[src/rtl/uart_cmd_wrapper.sv]
`default_nettype none
// ============================================================================
// Module   : uart_cmd_wrapper
// Function : 8N1 UART front end; pairs received bytes into 16-bit commands
//            and serialises 8-bit response bytes.
// Revision : 1.0 - initial release
// ============================================================================
module uart_cmd_wrapper #(
    parameter int BAUD_DIV = 2604
) (
    input  logic        clk,
    input  logic        rst_n,
    input  logic        RX,
    output logic        TX,
    output logic [15:0] cmd,
    output logic        cmd_rdy,
    input  logic        clr_cmd_rdy,
    input  logic [7:0]  resp,
    input  logic        trmt,
    output logic        tx_done
);

    localparam int CNT_W = $clog2(BAUD_DIV + BAUD_DIV / 2 + 1);
    localparam logic [CNT_W-1:0] HALF_M1 = CNT_W'(BAUD_DIV / 2 - 1);
    localparam logic [CNT_W-1:0] FULL_M1 = CNT_W'(BAUD_DIV - 1);
    localparam logic [CNT_W-1:0] CNT_ONE = CNT_W'(1);

    typedef enum logic [1:0] {RX_IDLE, RX_START, RX_DATA, RX_STOP} rx_state_t;
    typedef enum logic       {ASM_HIGH, ASM_LOW}                   asm_state_t;
    typedef enum logic       {TX_IDLE, TX_BUSY}                    tx_state_t;

    logic             rx_meta_q, rx_sync_q, rx_prev_q;
    rx_state_t        rx_state_q, rx_state_d;
    logic [CNT_W-1:0] rx_cnt_q, rx_cnt_d;
    logic [2:0]       rx_bit_q, rx_bit_d;
    logic [7:0]       rx_shift_q, rx_shift_d;
    logic             byte_rdy_q, byte_rdy_d;
    logic             frame_err;
    logic             start_det;

    asm_state_t       asm_state_q, asm_state_d;
    logic [7:0]       high_q, high_d;
    logic [15:0]      cmd_q, cmd_d;
    logic             cmd_rdy_q, cmd_rdy_d;
    logic             cmd_load;

    tx_state_t        tx_state_q, tx_state_d;
    logic [9:0]       tx_shift_q, tx_shift_d;
    logic [CNT_W-1:0] tx_cnt_q, tx_cnt_d;
    logic [3:0]       tx_bit_q, tx_bit_d;
    logic             tx_done_q, tx_done_d;

    // Synchroniser presets high so reset never looks like a start edge
    always_ff @(posedge clk or negedge rst_n) begin
        if (!rst_n) begin
            rx_meta_q <= 1'b1;
            rx_sync_q <= 1'b1;
            rx_prev_q <= 1'b1;
        end else begin
            rx_meta_q <= RX;
            rx_sync_q <= rx_meta_q;
            rx_prev_q <= rx_sync_q;
        end
    end

    assign start_det = (rx_state_q == RX_IDLE) && rx_prev_q && !rx_sync_q;

    always_comb begin
        rx_state_d = rx_state_q;
        rx_cnt_d   = rx_cnt_q;
        rx_bit_d   = rx_bit_q;
        rx_shift_d = rx_shift_q;
        byte_rdy_d = 1'b0;
        frame_err  = 1'b0;
        case (rx_state_q)
            RX_IDLE: begin
                if (start_det) begin
                    rx_state_d = RX_START;
                    rx_cnt_d   = HALF_M1;
                end
            end
            RX_START: begin
                if (rx_cnt_q == '0) begin
                    if (rx_sync_q) begin
                        rx_state_d = RX_IDLE;
                    end else begin
                        rx_state_d = RX_DATA;
                        rx_cnt_d   = FULL_M1;
                        rx_bit_d   = 3'd0;
                    end
                end else begin
                    rx_cnt_d = rx_cnt_q - CNT_ONE;
                end
            end
            RX_DATA: begin
                if (rx_cnt_q == '0) begin
                    rx_shift_d = {rx_sync_q, rx_shift_q[7:1]};
                    rx_cnt_d   = FULL_M1;
                    if (rx_bit_q == 3'd7) begin
                        rx_state_d = RX_STOP;
                    end else begin
                        rx_bit_d = rx_bit_q + 3'd1;
                    end
                end else begin
                    rx_cnt_d = rx_cnt_q - CNT_ONE;
                end
            end
            RX_STOP: begin
                if (rx_cnt_q == '0) begin
                    rx_state_d = RX_IDLE;
                    byte_rdy_d = rx_sync_q;
                    frame_err  = !rx_sync_q;
                end else begin
                    rx_cnt_d = rx_cnt_q - CNT_ONE;
                end
            end
            default: rx_state_d = RX_IDLE;
        endcase
    end

    // rx_shift_q holds the completed byte while byte_rdy_q is high
    always_comb begin
        asm_state_d = asm_state_q;
        high_d      = high_q;
        cmd_d       = cmd_q;
        cmd_rdy_d   = cmd_rdy_q;
        cmd_load    = 1'b0;
        if (frame_err) begin
            asm_state_d = ASM_HIGH;
        end else if (byte_rdy_q) begin
            if (asm_state_q == ASM_HIGH) begin
                high_d      = rx_shift_q;
                asm_state_d = ASM_LOW;
            end else begin
                cmd_d       = {high_q, rx_shift_q};
                cmd_load    = 1'b1;
                asm_state_d = ASM_HIGH;
            end
        end
        if (clr_cmd_rdy || (start_det && asm_state_q == ASM_HIGH)) begin
            cmd_rdy_d = 1'b0;
        end
        if (cmd_load) begin
            cmd_rdy_d = 1'b1;
        end
    end

    always_comb begin
        tx_state_d = tx_state_q;
        tx_shift_d = tx_shift_q;
        tx_cnt_d   = tx_cnt_q;
        tx_bit_d   = tx_bit_q;
        tx_done_d  = tx_done_q;
        case (tx_state_q)
            TX_IDLE: begin
                if (trmt) begin
                    tx_shift_d = {1'b1, resp, 1'b0};
                    tx_cnt_d   = FULL_M1;
                    tx_bit_d   = 4'd0;
                    tx_done_d  = 1'b0;
                    tx_state_d = TX_BUSY;
                end
            end
            TX_BUSY: begin
                if (tx_cnt_q == '0) begin
                    if (tx_bit_q == 4'd9) begin
                        tx_state_d = TX_IDLE;
                        tx_done_d  = 1'b1;
                    end else begin
                        tx_shift_d = {1'b1, tx_shift_q[9:1]};
                        tx_bit_d   = tx_bit_q + 4'd1;
                        tx_cnt_d   = FULL_M1;
                    end
                end else begin
                    tx_cnt_d = tx_cnt_q - CNT_ONE;
                end
            end
            default: tx_state_d = TX_IDLE;
        endcase
    end

    always_ff @(posedge clk or negedge rst_n) begin
        if (!rst_n) begin
            rx_state_q  <= RX_IDLE;
            rx_cnt_q    <= '0;
            rx_bit_q    <= 3'd0;
            rx_shift_q  <= 8'h00;
            byte_rdy_q  <= 1'b0;
            asm_state_q <= ASM_HIGH;
            high_q      <= 8'h00;
            cmd_q       <= 16'h0000;
            cmd_rdy_q   <= 1'b0;
            tx_state_q  <= TX_IDLE;
            tx_shift_q  <= 10'h3FF;
            tx_cnt_q    <= '0;
            tx_bit_q    <= 4'd0;
            tx_done_q   <= 1'b0;
        end else begin
            rx_state_q  <= rx_state_d;
            rx_cnt_q    <= rx_cnt_d;
            rx_bit_q    <= rx_bit_d;
            rx_shift_q  <= rx_shift_d;
            byte_rdy_q  <= byte_rdy_d;
            asm_state_q <= asm_state_d;
            high_q      <= high_d;
            cmd_q       <= cmd_d;
            cmd_rdy_q   <= cmd_rdy_d;
            tx_state_q  <= tx_state_d;
            tx_shift_q  <= tx_shift_d;
            tx_cnt_q    <= tx_cnt_d;
            tx_bit_q    <= tx_bit_d;
            tx_done_q   <= tx_done_d;
        end
    end

    assign TX      = (tx_state_q == TX_BUSY) ? tx_shift_q[0] : 1'b1;
    assign cmd     = cmd_q;
    assign cmd_rdy = cmd_rdy_q;
    assign tx_done = tx_done_q;

endmodule
`default_nettype wire

[config.mk]
export PLATFORM = sky130hd
export DESIGN_NAME = uart_cmd_wrapper
export DESIGN_NICKNAME = d
export VERILOG_FILES = /design/src/rtl/uart_cmd_wrapper.sv
export SDC_FILE = /design/constraint.sdc
export NUM_CORES = 1
export LEC_CHECK = 0
export ABC_AREA = 1
export BUFFER_PORTS_ARGS = -buffer_cell sky130_fd_sc_hd__buf_2
export CAP_MARGIN = 10
export CORE_ASPECT_RATIO = 0.8
export CORE_MARGIN = 8
export CORE_UTILIZATION = 40
export CTS_BUF_LIST = sky130_fd_sc_hd__clkbuf_8
export CTS_CLUSTER_SIZE = 16
export DETAILED_ROUTE_END_ITERATION = 10
export PLACE_DENSITY = 0.61
export SLEW_MARGIN = 20
export SYNTH_ARGS = -nofsm -noshare
export SYNTH_HDL_FRONTEND = slang
export SYNTH_SLANG_ARGS = --single-unit
[constraint.sdc]
create_clock -name clk -period 2.8 [get_ports clk]
set_clock_uncertainty 0.05 [all_clocks]
set_input_delay 0.14 -clock clk [delete_from_list [all_inputs] [get_ports clk]]
set_output_delay 0.14 -clock clk [all_outputs]
set_load 0.02 [all_outputs]
==> results.cfg, run 1 <==
[status]
status = complete, no violations

[sta]
fin_tns_setup_ns = 0
tightest_slew_ns = 0.972
finalCritPeriodShare = 0.700
max_freq_mhz = 510
hold_viol = 0
max-slew-margin-rel = 0.352
period_needed_ns = 1.96
drv_slew = 0
rsz0062_at_grt = false
holdWs_ns = 0.0208
setup_viol = 0

[floorplanning]
start_util = 0.413
std_cell_rows = 33
die_w_um = 131
die-area_sq_mm = 0.0142
die_y_um = 108
coreArea_sq_mm = 0.0103
ioPinCount = 32

[synth]
yosysTopAreaCell = dfrtp_1
synthTopCellsByArea = dfrtp_1 41%, nand2_1 12%, dfstp_2 7.4%
synth_area_sq_mm = 0.00425
synth_nets = 519
synth_top_area_frac = 0.412
seq_area_frac_synth = 0.487
synthDistinctLibCells = 35
syn-instance-count = 493
synth_seq_cells = 82
syn_area_per_cell_sq_um = 8.62
yosys_warnings = 0

[layout]
final_area_sq_mm = 0.00477
regArea_sq_mm = 0.00207
post-route-util = 0.464
drive_gt1_frac = 0.204
area_growth_pct = 12.3
final_common_cell = nand2_1
multi_input_area_sq_mm = 0.00189
diodes = 0
fin_nets = 556
mostFrequentLayoutCells = 131 x nand2_1, 70 x dfrtp_1, 54 x inv_1
n_fill_cell = 956

[clocking]
cts-root-buf = clkbuf_8
cts-resized-gates = 0
cts_tree = built
clk_latency_ns = 0.36
cts_sinks = 82
path_clk_slew_ns = 0.09
cts_buffers = 9
post_cts_buffers = 0
cts_max_path_buffers = 2
h-tree-depth = 3

[routing]
dr.pass1.iters = 4
totalWireLength_mm = 8.50
wl_per_cell_um = 12.6
drc = 0
drt_iter0_drc = 118
drtAntennaViolNets = 0
via_per_inst = 4.78
num_vias = 3226

[setup_path]
cp_slowest_cell = nand3_2
worstPathCellList = inv_1 -> ha_1 -> nand2_1 -> nor2_1 -> nand4_2 -> nand3_2 -> o21ai_0
cp-start-kind = flop
ff2ff_path_depth = 7
crit_type = reg -> reg
r2r-start = rx_cnt_q[0]
r2r_slack_ns = 0.84
slowest_delay_ns = 0.48
arrival_ns = 2.18
r2r-end = cmd[5]
crit_path_max_fanout = 33
cp-end-kind = flop
cp.required_ns = 3.02

[min_path]
whs_endpoint = tx_shift_q[8]
hold_path_class = in -> reg
hold_depth = 3
hold_start = resp[7]

[placed_design]
dp_hpwl_mm = 6.08
gp_congestion = 0.864
dpl-instance-area_sq_mm = 0.00452
port_buffers = 31

[grt]
grt_pass1_wl_mm = 15.2
grt_max_degree = 77
grt_remaining_overflow = 0
grt_usage = 0.129
grt_pass1_vias = 3167
antenna_found_initial = 0

[power]
peakVddDrop_uv = 478
p_total_mw = 3.73
power_leakage_nw = 2.42
power_density_mw_per_mm2 = 781

[flow_run]
drv_cap = 0
## synthesized netlist by cell type
master	number
o21ai_0	24
inv_1	53
nor2_2	2
nor3_1	4
nand4_2	1
nand3_2	3
dfstp_2	12
clkbuf_1	2
or2_2	5
inv_2	5
o21ai_2	12
nor2_1	38
o21ai_1	25
a21oi_4	1
nand2_4	4
nand3_4	1
a21oi_1	7
nand4_1	14
buf_6	3
o31ai_1	1
nor2_8	2
mux2i_1	6
buf_2	2
nor2_4	4
nand3b_1	1
nand2_2	8
o21a_1	1
xnor2_1	1
nand3_1	27
xor2_1	6
ha_1	13
nand3b_4	1
buf_4	3
dfrtp_1	70
nand2_1	131
## flip-flops by register name, summed over array words and instances, names as in the netlist, 3 cells and up, named ones only
| signal | count |
|---|---|
| rx_shift_q | 8 |
| cmd | 16 |
| rx_cnt_q | 12 |
| rx_bit_q | 3 |
| high_q | 8 |
| tx_shift_q | 9 |
| tx_bit_q | 4 |
| tx_cnt_q | 12 |
## layout make-up
cell class / count / share of cell area
Sequential cell: 82 / 0.433
Multi-Input combinational cell: 343 / 0.396
Inverter: 58 / 0.0456
Timing Repair Buffer: 36 / 0.0425
Tap cell: 140 / 0.0367
Clock buffer: 10 / 0.0288
Clock inverter: 6 / 0.0173
## where the power goes
group | leakage [nW] | total [mW] | switching, mW | internal [mW]
Sequential | 1.05 | 1.58 | 0.197 | 1.38
Clock | 0.117 | 0.946 | 0.424 | 0.522
Combinational | 1.26 | 1.21 | 0.783 | 0.425
Total | 2.42 | 3.73 | 1.40 | 2.32
## stage by stage
stage,cells,worst slack (ns)
after floorplan,493,1.17
after global placement,656,0.865
after detailed placement,656,0.824
after CTS,675,0.806
after global routing,675,0.555
final,675,0.840
## kinds of logic (layout without fill, tap and decap cells)
family                   count (synthesis)  in the layout  synth area share
flip-flops                              82             82             0.487
XOR/XNOR                                 7              7            0.0144
AO/OA/AOI/OAI                           71             71            0.0981
buffers and inverters                   68            110            0.0686
adder cells (fa/ha/maj)                 13             13            0.0383
multiplexers                             6              6            0.0141
AND/OR/NAND/NOR                        246            246             0.280
## layer usage
metal,vias to the layer above,GRT usage,share of wire
li1,1655,-,-
met1,1510,0.168,0.50
met2,53,0.204,0.45
met3,8,0.0380,0.037
met4,0,0.0422,0.012
met5,-,0,0
## timing repair
action	4_1_cts	5_1_grt
hold buffers	3	0
endpoints found under the setup margin	0	0
hold endpoints to repair	72	0
## how the worst max path moves through the flow
stage	from	end	slack, ns	cells after the start
finish	rx_cnt_q[0]	cmd[5]	0.84	7
global route	rx_cnt_q[0]	cmd[4]	0.56	7
CTS	rx_cnt_q[0]	cmd[4]	0.81	7
detailed placement	rx_cnt_q[0]	cmd[3]	0.82	7
global placement	rx_cnt_q[0]	cmd[4]	0.86	7
floorplan	rx_state_q[0]	flop	1.17	8
## critical path: cells and delay by family (launching register included)
family / cells / cell delay [ns]
DFF: 1 / 0.41
adders and majority gates: 1 / 0.23
buffers and inverters: 1 / 0.09
and+or+nand+nor: 4 / 0.72
AOI/OAI and AO/OA: 1 / 0.37
No activity file was read; power rests on OpenSTA's default activity.
==> run 2: changes to the inputs <==
ABC_AREA = 0   (was 1)
clock period = 1.95 ns   (was 2.8 ns; I/O delays follow)
==> results.cfg, run 2 <==
[sta]
fin_ws_ns = -0.332
setup_viol = 73
tightest_slew_ns = 0.438
rsz0062_at_grt = true
max-slew-margin-rel = 0.708
max_freq_mhz = 438
finalCritPeriodShare = 1.17
period_needed_ns = 2.28
drv_slew = 0
hold_viol = 0

[power]
peakVddDrop_uv = 928
switching_share = 0.368
power.internal_mw = 4.21
power_density_mw_per_mm2 = 1180
power_frac_comb = 0.480
p_total_mw = 6.66
power_frac_clock = 0.184
switchingPower_mw = 2.45
power_leakage_nw = 2.74
p_seq_frac = 0.336

[synth]
syn-instance-count = 360
synth_common_cells = 70 x dfrtp_1, 27 x nand2_1, 25 x nor2_1
yosysMostFrequentCell = dfrtp_1
synth_top_area_frac = 0.437
synth_seq_cells = 82
synth_area_sq_mm = 0.00401
synth_fa_ha_area_frac = 0.0405
seq_area_frac_synth = 0.515
synth_edf_count = 0
syn_area_per_cell_sq_um = 11.1
yosysTopAreaCell = dfrtp_1
muxShareOfSynthArea = 0.121
synthDistinctLibCells = 55
synth_nets = 386
yosys_warnings = 0
synthSimpleGateAreaFrac = 0.148
synthTopCellsByArea = dfrtp_1 44%, dfstp_2 7.9%, mux2_2 6.5%
synthFlopType = dfrtp_1
async_flop_share = 1.00
synthXorXnorAreaFrac = 0.0240
synth-compound-area-share = 0.116
synth_top_family_by_area = simple AND/OR/NAND/NOR gates

[floorplanning]
std_cell_rows = 32
start_util = 0.414
ioPinCount = 32
die_y_um = 106
die_w_um = 128
die-area_sq_mm = 0.0135
coreArea_sq_mm = 0.00969

[layout]
regArea_sq_mm = 0.00207
diodes = 0
multi_input_area_sq_mm = 0.00216
layout.cells.non_filler = 615
fin_nets = 500
area_growth_pct = 41.1
final_common_cell = dfrtp_1
drive_gt1_frac = 0.501
largest_register_ffs = 16
n_fill_cell = 808
mostFrequentLayoutCells = 70 x dfrtp_1, 63 x buf_4, 30 x buf_2
post-route-util = 0.584

[routing]
dr.pass1.iters = 4
drc = 0
wl_per_cell_um = 15.3
via_per_inst = 5.04
num_vias = 3099
drt_iter0_drc = 167
drtAntennaViolNets = 0
totalWireLength_mm = 9.41

[setup_path]
cp.required_ns = 2.14
worstPathCellList = inv_2 -> ha_4 -> or3b_4 -> nor4_4 -> nand3b_1 -> and3_4 -> buf_12 -> mux2_4
arrival_ns = 2.47
slowest_delay_ns = 0.39
critPathBufInv = 2
crit_path_max_fanout = 8
cp-start-kind = flop
cp_slowest_cell = dfrtp_1
critPathTopFamily = simple AND/OR/NAND/NOR gates
crit_type = reg -> reg
cp-end-kind = flop

[grt]
grt_usage = 0.148
grt_remaining_overflow = 0
antenna_found_initial = 0
grt_max_degree = 53
grt_pass1_vias = 3239
grt_pass1_wl_mm = 16.1

[clocking]
cts_tree = built
path_clk_slew_ns = 0.08
clk_latency_ns = 0.35
cts_sinks = 82
h-tree-depth = 3
cts_max_path_buffers = 2
cts-root-buf = clkbuf_8
cts_buffers = 9

[placed_design]
dp_hpwl_mm = 6.47
dp_cells = 574
gp_congestion = 0.910
port_buffers = 31
pre_cts_ws_ns = -0.379

[status]
violations = negative setup slack
status = finished with violations

[min_path]
hold_path_class = in -> reg

[flow_run]
drv_cap = 0
-- run 2: cell types whose count changed after synthesis, moves of 11 or more --
cell,before,now
o21ai_2,12,1
nand4_1,14,1
o21ai_1,25,0
nand2_1,131,27
nand3_1,27,8
inv_1,53,16
nor2_1,38,25
mux2_2,0,23
clkbuf_1,2,13
-- run 2: worst reg2reg max path, stage by stage, from the launching register on --
cell and delay (ns):
dfrtp_1 0.39, inv_2 0.08, ha_4 0.12, or3b_4 0.39, nor4_4 0.30, nand3b_1 0.16
and3_4 0.22, buf_12 0.15, mux2_4 0.29
-- run 2: through the flow --
step	hold slack [ns]	setup TNS [ns]	cell area (sq um)
global route	0.0584	-22.56	5660
global placement	0.0128	-15.18	4870
CTS	0.0212	-15.10	5470
floorplan	-0.248	-21.81	4120
detailed placement	0.0204	-18.73	4870
finish	0.0496	-16.25	5660
-- run 2: final cells by class --
| type | instances | area share |
|---|---|---|
| repair buffers | 121 | 0.178 |
| well taps | 136 | 0.0301 |
| inverters | 16 | 0.0106 |
| multi-input cells | 244 | 0.382 |
| flip-flops and latches | 82 | 0.365 |
| clock inverters | 6 | 0.0104 |
| clock buffers | 10 | 0.0243 |
-- run 2: worst paths after layout --
kind / startpoint / cells after the start / slack, ns / endpoint
min: trmt / 4 / 0.05 / tx_done
min in group asynchronous: rst_n / 2 / 0.18 / tx_cnt_q[6]
max in group asynchronous: rst_n / 3 / 1.01 / rx_meta_q
max: rx_cnt_q[0] / 8 / -0.33 / cmd[2]
min reg2reg: rx_meta_q / 0 / 0.30 / rx_sync_q
max reg2reg: rx_cnt_q[0] / 8 / -0.33 / cmd[2]
-- run 2: kinds of logic after synthesis --
kind of cell / after synthesis
AOI/OAI and AO/OA: 68
xor gates and xnor gates: 11
adders and majority gates: 13
buffers and inverters: 34
DFF: 82
muxes: 41
and+or+nand+nor: 111
-- run 2: power by group through the flow --
| stage | logic [mW] | clock network, mW | registers (mW) |
|---|---|---|---|
| floorplan | 1.55 | 0 | 2.30 |
| global placement | 2.62 | 0 | 2.23 |
| detailed placement | 2.67 | 0 | 2.24 |
| CTS | 2.95 | 1.27 | 2.22 |
| global route | 3.49 | 1.33 | 2.27 |
| finish | 3.19 | 1.23 | 2.24 |
-- run 2: layer usage --
metal  track usage  up-vias  share of wire
met4        0.0449        0          0.015
met5             0        -              0
li1              -     1519              -
met1         0.194     1514           0.48
met2         0.233       49           0.47
met3        0.0393       17          0.040
-- run 2: timing repair --
action	4_1_cts	5_1_grt
buffers inserted	10	5
hold endpoints to repair	39	0
hold buffers	10	0
resized for setup	58	42
pin swaps	21	14
setup endpoints to repair	74	76
cloned	2	0
